## src/rtl/calc_seq_ctrl.sv

```systemverilog
// rtl/calc_seq_ctrl.sv - operand-selection and compute sequencer for calculation mode
// Walks opcode, per-operand m/n/list/ID entry, storage read and compute, with timeout and back-step.
module calc_seq_ctrl #(
  parameter int NOPND_MAX = 3,
  parameter int OPC_W = 4,
  parameter int VAL_W = 3,
  parameter logic [(2<<OPC_W)-1:0] ARITY_MAP = 32'h0000_0088,
  parameter int TIMEOUT_CYC = 50_000_000
) (
  input  logic             clk,
  input  logic             rst_n,
  input  logic             start,
  input  logic             confirm,
  input  logic             back,
  input  logic [OPC_W-1:0] sw_op,
  input  logic [VAL_W-1:0] sw_val,
  input  logic             list_done,
  input  logic             rd_ack,
  input  logic             operand_legal,
  input  logic             compute_done,
  output logic [3:0]       state_o,
  output logic [OPC_W-1:0] op_type,
  output logic [1:0]       opnd_idx,
  output logic             opnd_we,
  output logic [VAL_W-1:0] opnd_m,
  output logic [VAL_W-1:0] opnd_n,
  output logic [VAL_W-1:0] opnd_id,
  output logic             list_req,
  output logic             rd_req,
  output logic             start_compute,
  output logic             err,
  output logic             busy
);
  localparam int CNT_W = $clog2(TIMEOUT_CYC + 1);
  localparam logic [CNT_W-1:0] CNT_LOAD = CNT_W'(TIMEOUT_CYC);

  typedef enum logic [3:0] {
    S_IDLE  = 4'd0,
    S_OP    = 4'd1,
    S_DIM_M = 4'd2,
    S_DIM_N = 4'd3,
    S_LIST  = 4'd4,
    S_ID    = 4'd5,
    S_WAIT  = 4'd6,
    S_CHECK = 4'd7,
    S_EXEC  = 4'd8,
    S_ERROR = 4'd9
  } state_t;

  state_t           state, state_n;
  logic [CNT_W-1:0] cnt, cnt_n;
  logic [1:0]       arity, arity_n, arity_sel;
  logic [1:0]       idx, idx_n, opnd_idx_n;
  logic [OPC_W-1:0] op_type_n;
  logic [VAL_W-1:0] opnd_m_n, opnd_n_n, opnd_id_n;
  logic             opnd_we_n, list_req_n, rd_req_n, start_compute_n;
  logic             timed, timeout;

  assign arity_sel = ARITY_MAP[{sw_op, 1'b0} +: 2];
  assign timed     = (state == S_OP) || (state == S_DIM_M) || (state == S_DIM_N) ||
                     (state == S_ID) || (state == S_ERROR);
  assign timeout   = timed && (cnt == CNT_W'(1));
  assign state_o   = state;

  always_ff @(posedge clk or negedge rst_n) begin
    if (!rst_n) begin
      state         <= S_IDLE;
      cnt           <= CNT_LOAD;
      arity         <= '0;
      idx           <= '0;
      op_type       <= '0;
      opnd_idx      <= '0;
      opnd_m        <= '0;
      opnd_n        <= '0;
      opnd_id       <= '0;
      opnd_we       <= 1'b0;
      list_req      <= 1'b0;
      rd_req        <= 1'b0;
      start_compute <= 1'b0;
      err           <= 1'b0;
      busy          <= 1'b0;
    end else begin
      state         <= state_n;
      cnt           <= cnt_n;
      arity         <= arity_n;
      idx           <= idx_n;
      op_type       <= op_type_n;
      opnd_idx      <= opnd_idx_n;
      opnd_m        <= opnd_m_n;
      opnd_n        <= opnd_n_n;
      opnd_id       <= opnd_id_n;
      opnd_we       <= opnd_we_n;
      list_req      <= list_req_n;
      rd_req        <= rd_req_n;
      start_compute <= start_compute_n;
      err           <= (state_n == S_ERROR);
      busy          <= (state_n != S_IDLE);
    end
  end

  always_comb begin
    state_n         = state;
    arity_n         = arity;
    idx_n           = idx;
    op_type_n       = op_type;
    opnd_m_n        = opnd_m;
    opnd_n_n        = opnd_n;
    opnd_id_n       = opnd_id;
    opnd_we_n       = 1'b0;
    list_req_n      = 1'b0;
    rd_req_n        = 1'b0;
    start_compute_n = 1'b0;

    if (timeout) begin
      state_n = S_IDLE;
    end else if (back && ((state == S_OP) || (state == S_DIM_M) ||
                          (state == S_DIM_N) || (state == S_ID))) begin
      case (state)
        S_OP:    state_n = S_IDLE;
        S_DIM_M: begin
          if (idx != 2'd0) begin
            idx_n   = idx - 2'd1;
            state_n = S_ID;
          end else begin
            state_n = S_OP;
          end
        end
        S_DIM_N: state_n = S_DIM_M;
        default: state_n = S_DIM_N;
      endcase
    end else begin
      case (state)
        S_IDLE: if (start) state_n = S_OP;
        S_OP: begin
          if (confirm) begin
            op_type_n = sw_op;
            arity_n   = arity_sel;
            idx_n     = 2'd0;
            state_n   = ((arity_sel == 2'd0) || (int'(arity_sel) > NOPND_MAX)) ? S_ERROR : S_DIM_M;
          end
        end
        S_DIM_M: begin
          if (confirm && (sw_val != '0)) begin
            opnd_m_n = sw_val;
            state_n  = S_DIM_N;
          end
        end
        S_DIM_N: begin
          if (confirm && (sw_val != '0)) begin
            opnd_n_n   = sw_val;
            list_req_n = 1'b1;
            state_n    = S_LIST;
          end
        end
        S_LIST: if (list_done) state_n = S_ID;
        S_ID: begin
          if (confirm) begin
            opnd_id_n = sw_val;
            opnd_we_n = 1'b1;
            if (({1'b0, idx} + 3'd1) < {1'b0, arity}) begin
              idx_n   = idx + 2'd1;
              state_n = S_DIM_M;
            end else begin
              rd_req_n = 1'b1;
              state_n  = S_WAIT;
            end
          end
        end
        S_WAIT: if (rd_ack) state_n = S_CHECK;
        S_CHECK: begin
          start_compute_n = operand_legal;
          state_n         = operand_legal ? S_EXEC : S_ERROR;
        end
        S_EXEC:  if (compute_done) state_n = S_IDLE;
        S_ERROR: if (confirm) state_n = S_IDLE;
        default: state_n = S_IDLE;
      endcase
    end

    // The write cycle shows the index just written; the advanced index appears a cycle later.
    opnd_idx_n = opnd_we_n ? idx : idx_n;

    if ((state_n != state) || confirm || back) begin
      cnt_n = CNT_LOAD;
    end else if (timed) begin
      cnt_n = cnt - CNT_W'(1);
    end else begin
      cnt_n = cnt;
    end
  end
endmodule

```

## config.mk

```make
export PLATFORM = sky130hd
export DESIGN_NAME = calc_seq_ctrl
export DESIGN_NICKNAME = d
export VERILOG_FILES = /design/src/rtl/calc_seq_ctrl.sv
export SDC_FILE = /design/constraint.sdc
export NUM_CORES = 1
export LEC_CHECK = 0
export BUFFER_PORTS_ARGS = -buffer_cell sky130_fd_sc_hd__buf_2
export CORE_ASPECT_RATIO = 1.25
export CORE_MARGIN = 10
export CORE_UTILIZATION = 58
export CTS_CLUSTER_DIAMETER = 150
export DETAILED_ROUTE_END_ITERATION = 6
export GPL_ROUTABILITY_DRIVEN = 1
export GPL_TIMING_DRIVEN = 0
export PLACE_DENSITY_LB_ADDON = 0.05
export RECOVER_POWER = 50
export SKIP_CTS_REPAIR_TIMING = 1
export SKIP_LAST_GASP = 1
export SLEW_MARGIN = 30
export SYNTH_ARGS = -nofsm -noshare
export SYNTH_HDL_FRONTEND = slang
export SYNTH_SLANG_ARGS = --single-unit
```

## constraint.sdc

```tcl
create_clock -name clk -period 3.33 [get_ports clk]
set_input_delay 0.666 -clock clk [delete_from_list [all_inputs] [get_ports clk]]
set_output_delay 0.666 -clock clk [all_outputs]
set_load 0.005 [all_outputs]
```

* Word level (Yosys, flattened, before mapping)
Index checks and enable logic that the tools add are counted.
Storage, ports and cells: flip-flop bits (word level) 55, input port bits 16, output and inout port bits 25, word-level logic and storage cells 98
Operators by class: $add $sub $neg 4, magnitude comparators 1, equality and inequality tests 12, shift-type cells 1, multiplexer cells 44, bitwise gates (word level) 2, reduce and logical (&&, ||, !) cells 19
Operators with widths (number):
- 26-bit two-way mux | 2
- 4-bit two-way mux | 12
- 4-bit case mux with 10 select lines | 1
- 32-bit by 6-bit indexed part select with 2-bit output, first input constant | 1
- 26-bit by 1-bit equality test with 1-bit output, second input constant | 1
- 26-bit by 1-bit subtractor with 26-bit output, second input constant | 1
- 1-bit two-way mux | 17
- 4-bit by 3-bit equality test with 1-bit output, second input constant | 4
- 2-bit two-way mux | 8
- 4-bit AND reduction | 4
- 4-bit equality test, second input constant | 3
- 3-bit case mux with 3 select lines | 1
- 4-bit by 2-bit equality test with 1-bit output, second input constant | 2
- 1-bit logical OR | 6
- 3-bit two-way mux | 2
- 4-bit by 1-bit equality test with 1-bit output, second input constant | 1
- 4-bit zero test | 1
- 4-bit inequality test | 1
- 2-bit case mux with 2 select lines | 1
- 2-bit nonzero test | 2
- 4-bit nonzero test | 1
- 2-bit by 1-bit adder with 3-bit output, second input constant | 1
- 1-bit logical AND | 3
- 3-bit by 2-bit < comparator with 1-bit output | 1
- 5 further kinds | 6

* Depth between registers and ports, before layout
depth in word-level cells 11, mapped depth 10, mapped depth without buffers 8

* Least setup slack after synthesis
No wires, ideal clock.
path kind input -> register, from in confirm, to reg cnt[22], setup time 0.082 ns, arrival 2.558 ns, data required time 3.248 ns, path slack 0.690 ns, cell stages on the path 8, path buffers 2, cell sequence buf_2 > inv_1 > mux4_2 > a22oi_1 > o211ai_1 > a211o_1 > buf_6 > a211o_1
Between the ends: cells in the longest elaborated chain, start to end 9, elaborated cells on any way between the ends 14, classes of those cells 1 x eq/ne; 9 x mux; 4 x reduce/logical
Ends and longest elaborated chain:
- start, declared | RTL line 13 | input logic confirm,
- 1-bit logical AND | RTL line 143, 149
- 4-bit two-way mux (on tied branches) | RTL line 149, 143
- 4-bit case mux with 10 select lines | RTL line 132 | case (state)
- 4-bit two-way mux | RTL line 116 | end else if (back && ((state == S_OP) || (state == S_DIM_M) ||
- 4-bit two-way mux | RTL line 114 | if (timeout) begin
- 4-bit inequality test | RTL line 183 | if ((state_n != state) || confirm || back) begin
- 1-bit logical OR * (2 in series) | RTL line 183
- 26-bit two-way mux / 2-bit nonzero test (equally long branches)
- end signal, assigned | RTL line 84 | cnt <= cnt_n;
- end, declared | RTL line 51 | logic [CNT_W-1:0] cnt, cnt_n;
Every way passes the cells marked *; elsewhere a longest branch is shown, timed or not. A chain may end at the register's enable or synchronous reset.

* Final worst setup path
from reg idx[0], to reg cnt[20]
Between the ends: cells in the longest elaborated chain, start to end 11, elaborated cells on any way between the ends 15, classes of those cells 1 x add/sub; 1 x order compare; 1 x eq/ne; 8 x mux; 4 x reduce/logical
Ends and longest elaborated chain:
- start, declared | RTL line 53 | logic [1:0] idx, idx_n, opnd_idx_n;
- start signal, assigned | RTL line 86 | idx <= idx_n;
- 2-bit by 1-bit adder with 3-bit output | RTL line 160 | if (({1'b0, idx} + 3'd1) < {1'b0, arity}) begin
- 3-bit by 2-bit < comparator with 1-bit output | RTL line 160
- 3-bit two-way mux | RTL line 160
- 4-bit two-way mux | RTL line 157 | if (confirm) begin
- 4-bit case mux with 10 select lines | RTL line 132
- 4-bit two-way mux * | RTL line 116
- 4-bit two-way mux * | RTL line 114
- 4-bit inequality test * | RTL line 183
- 1-bit logical OR * (2 in series) | RTL line 183
- 26-bit two-way mux / 2-bit nonzero test (equally long branches)
Marks and branches as above.

==> impl_metrics.py <==
metrics = {
    "status": {
        "status": "finished, final reports clean",
    },
    "floorplanning": {
        "pin_count": 41,
        "initial_core_util_pct": 60.79,
        "rows": 30,
        "die_area_um2": 9244,
        "die_x_um": 88.02,
        "die_y_um": 105.0,
        "core_area_um2": 5518,
    },
    "global_route": {
        "grt_pass1_vias": 2786,
        "grt_overflow": 0,
        "grt_max_degree": 55,
        "grt_antenna_before_repair": 0,
        "grtUsageTotal_pct": 17.43,
        "grt_pass1_wl_um": 13250,
    },
    "clock_tree": {
        "htree_levels": 2,
        "cts.sinks": 54,
        "cts_root_buf": "clkbuf_8",
        "clk_pin_slew_worst_paths_ns": 0.10,
        "clkLatencyLatePin_ns": 0.31,
        "clock_path_buffers": 2,
        "cts_inserted_buffers": 5,
        "cts_tree": "built",
    },
    "sta": {
        "fin_worst_skew_ns": 0.01246,
        "hold_slack_ns": 0.5097,
        "post-route-period-util_pct": 84.61,
        "min_period_ns": 2.818,
        "setup_viol": 0,
        "hold_violations": 0,
        "worst_slew_pin_slew_ns": 1.341,
        "tns_ns": 0,
        "rsz0062_at_grt": "no",
        "slew_violations": 0,
        "fmax_ghz": 0.3549,
        "slew_headroom_pct": 10.58,
    },
    "finish": {
        "final_cells": 429,
        "drive_gt1_share_pct": 26.03,
        "area_delta_synth_final_pct": 10.56,
        "nets": 387,
        "fillers": 465,
        "antenna_cells": 0,
        "finish.utilization_pct": 67.21,
    },
    "synthesis": {
        "ys_seq_area_share_pct": 40.73,
        "synthSimpleGateAreaFrac_pct": 14.58,
        "syn_nets": 341,
        "synth_area_leaders": "dfrtp_1 (31%), dfstp_2 (9.4%), xnor2_1 (5.5%)",
        "async_flop_share_pct": 100.0,
        "synth_warnings": 0,
        "syn-cell-area_um2": 3354,
        "synth-main-ff-cell": "dfrtp_1",
        "synth_top_area_share_pct": 31.33,
        "synth_top_cell_by_area": "dfrtp_1",
        "synth_adder_area_share_pct": 2.835,
        "synth_area_per_cell_um2": 10.55,
        "synth.area.mux_share_pct": 7.273,
        "syn_inst": 318,
        "synthXorXnorAreaFrac_pct": 6.789,
        "synth.most_common_cell": "dfrtp_1",
        "synth-compound-area-share_pct": 22.42,
        "synth_top_family_by_area": "compound AO/OA/AOI/OAI gates",
        "synthTopCellsByCount": "dfrtp_1 (42), nor2_1 (25), xnor2_1 (21)",
        "ys_ff_latch": 54,
        "ys_types": 65,
        "synth_edf_count": 0,
    },
    "setup_path": {
        "r2r-end": "cnt[20]$_DFFE_PN1P_",
        "critPathCaptureType": "register",
        "cp_max_fo": 10,
        "cp-startpoint": "idx[0]$_DFF_PN0_",
        "crit_end": "cnt[20]$_DFFE_PN1P_",
        "crit_required_ns": 3.58,
        "cp.arrival_ns": 3.06,
        "path_class": "reg2reg",
        "reg2reg_slack_ns": 0.51,
        "reg2reg_depth": 8,
        "crit_path_start_kind": "register",
        "reg2reg_from": "idx[0]$_DFF_PN0_",
    },
    "power": {
        "ir_drop_v": 0.0004361,
        "p_leak_nw": 1.510,
        "pwr_density_cell_nw_per_um2": 811.4,
    },
    "placed_design": {
        "port-buffer-count": 39,
        "dp_hpwl_um": 5859,
        "place.gp.congestion": 0.8590,
        "place_inst": 421,
    },
    "routing": {
        "wire_per_inst_um": 18.62,
        "drt-total-wl_um": 7987,
        "dr.pass1.iters": 4,
        "route.detailed.drc": 0,
        "vias_per_cell": 6.219,
        "vias": 2668,
        "drtAntennaViolNets": 0,
        "drtIter0Drc": 83,
    },
    "run": {
        "drv_cap": 0,
    },
    "worst_hold_path": {
        "hold_class": "reg2reg",
    },
}
-- power breakdown --
group	switching (W)	total (W)	internal [W]
clock network	0.000216	0.000384	0.000168
logic	0.000989	0.00169	0.000704
registers	0.000115	0.000932	0.000817
-- layout by cell type, fill, tap and decap left out, types with 3 or more instances in the layout --
cell type  instances
o2111a_1           3
dfrtp_1           42
inv_1             12
nor3_1            14
a211oi_2           6
o21ai_0            9
o211ai_1           7
or3_1              3
dfstp_2           12
a21oi_1           10
clkbuf_8           6
mux2i_1            3
buf_6              4
clkbuf_1          17
o2111ai_1         15
o21a_1             3
xor2_1             5
nand2b_1           8
mux2_2            15
nand3b_1           3
a211o_1           11
buf_2             37
nor4_1             4
nor2_1            25
nor3b_1            3
nand2_1            4
nand3_1            5
nor2b_1            4
xnor2_1           21
ha_1               6
a21o_1             4
-- how the worst min path moves through the flow --
stage                                 startpoint                endpoint  slack, ns  cells past startpoint
after floorplan                            rst_n    arity[1]$_DFFE_PN0P_       0.37                      0
after global placement     opnd_m[0]$_DFFE_PN0P_   opnd_m[0]$_DFFE_PN0P_       0.48                      1
after detailed placement   opnd_m[0]$_DFFE_PN0P_   opnd_m[0]$_DFFE_PN0P_       0.49                      1
after CTS                                  rst_n     cnt[16]$_DFFE_PN0P_       0.41                      1
after global routing      op_type[3]$_DFFE_PN0P_  op_type[3]$_DFFE_PN0P_       0.52                      1
final                      opnd_m[0]$_DFFE_PN0P_   opnd_m[0]$_DFFE_PN0P_       0.51                      1
-- cells by family (layout without fill, tap and decap cells) --
family,Yosys count,in the layout
simple gates,86,86
compound gates,90,90
xor+xnor,26,26
mux,20,20
fa+ha+maj,7,7
flops,54,54
buf+inv,35,82
-- metal layers --
metal | track usage, % | routed length [um] | vias to the layer above
met4 | 7.865 | 185 | 0
met3 | 3.419 | 326 | 15
met5 | 0 | 0 | -
li1 | - | - | 1290
met2 | 31.38 | 4356 | 59
met1 | 18.70 | 3119 | 1304
-- worst max-delay path, stage by stage (launching register included) --
cell	delay [ns]
dfrtp_1	0.46
inv_1	0.13
fa_1	0.52
o211a_1	0.25
o21a_1	0.22
o41ai_2	0.42
o211ai_2	0.26
buf_6	0.22
a211o_1	0.27
-- state kept, by name, summed over array words and instances, names as in the netlist --
signal / cells
list_req: 1
rd_req: 1
cnt: 26
opnd_n: 3
arity: 1
opnd_idx: 2
err: 1
opnd_we: 1
busy: 1
opnd_id: 3
start_compute: 1
idx: 2
opnd_m: 3
op_type: 4
state_o: 4
-- metrics by stage --
step	total power [W]	instance area (um2)	setup WS (ns)
6_report	0.003009	3709	0.5125
4_1_cts	0.003033	3724	0.5378
3_3_place_gp	0.002609	3630	0.4303
3_5_place_dp	0.002649	3632	0.4095
2_1_floorplan	0.002173	3354	0.6898
5_1_grt	0.003229	3709	0.3323
-- area by class of cell --
| class | count | area, um2 | area share [%] |
|---|---|---|---|
| clock buffer | 7 | 86.33 | 2.328 |
| sequential | 54 | 1366 | 36.84 |
| inverter | 12 | 45.04 | 1.215 |
| clock inverter | 1 | 5.005 | 0.1350 |
| tap | 64 | 80.08 | 2.159 |
| multi-input combinational | 229 | 1808 | 48.75 |
| buffer | 23 | 135.1 | 3.644 |
| timing repair buffer | 39 | 182.7 | 4.926 |
No activity file was read; power rests on OpenSTA's default activity.
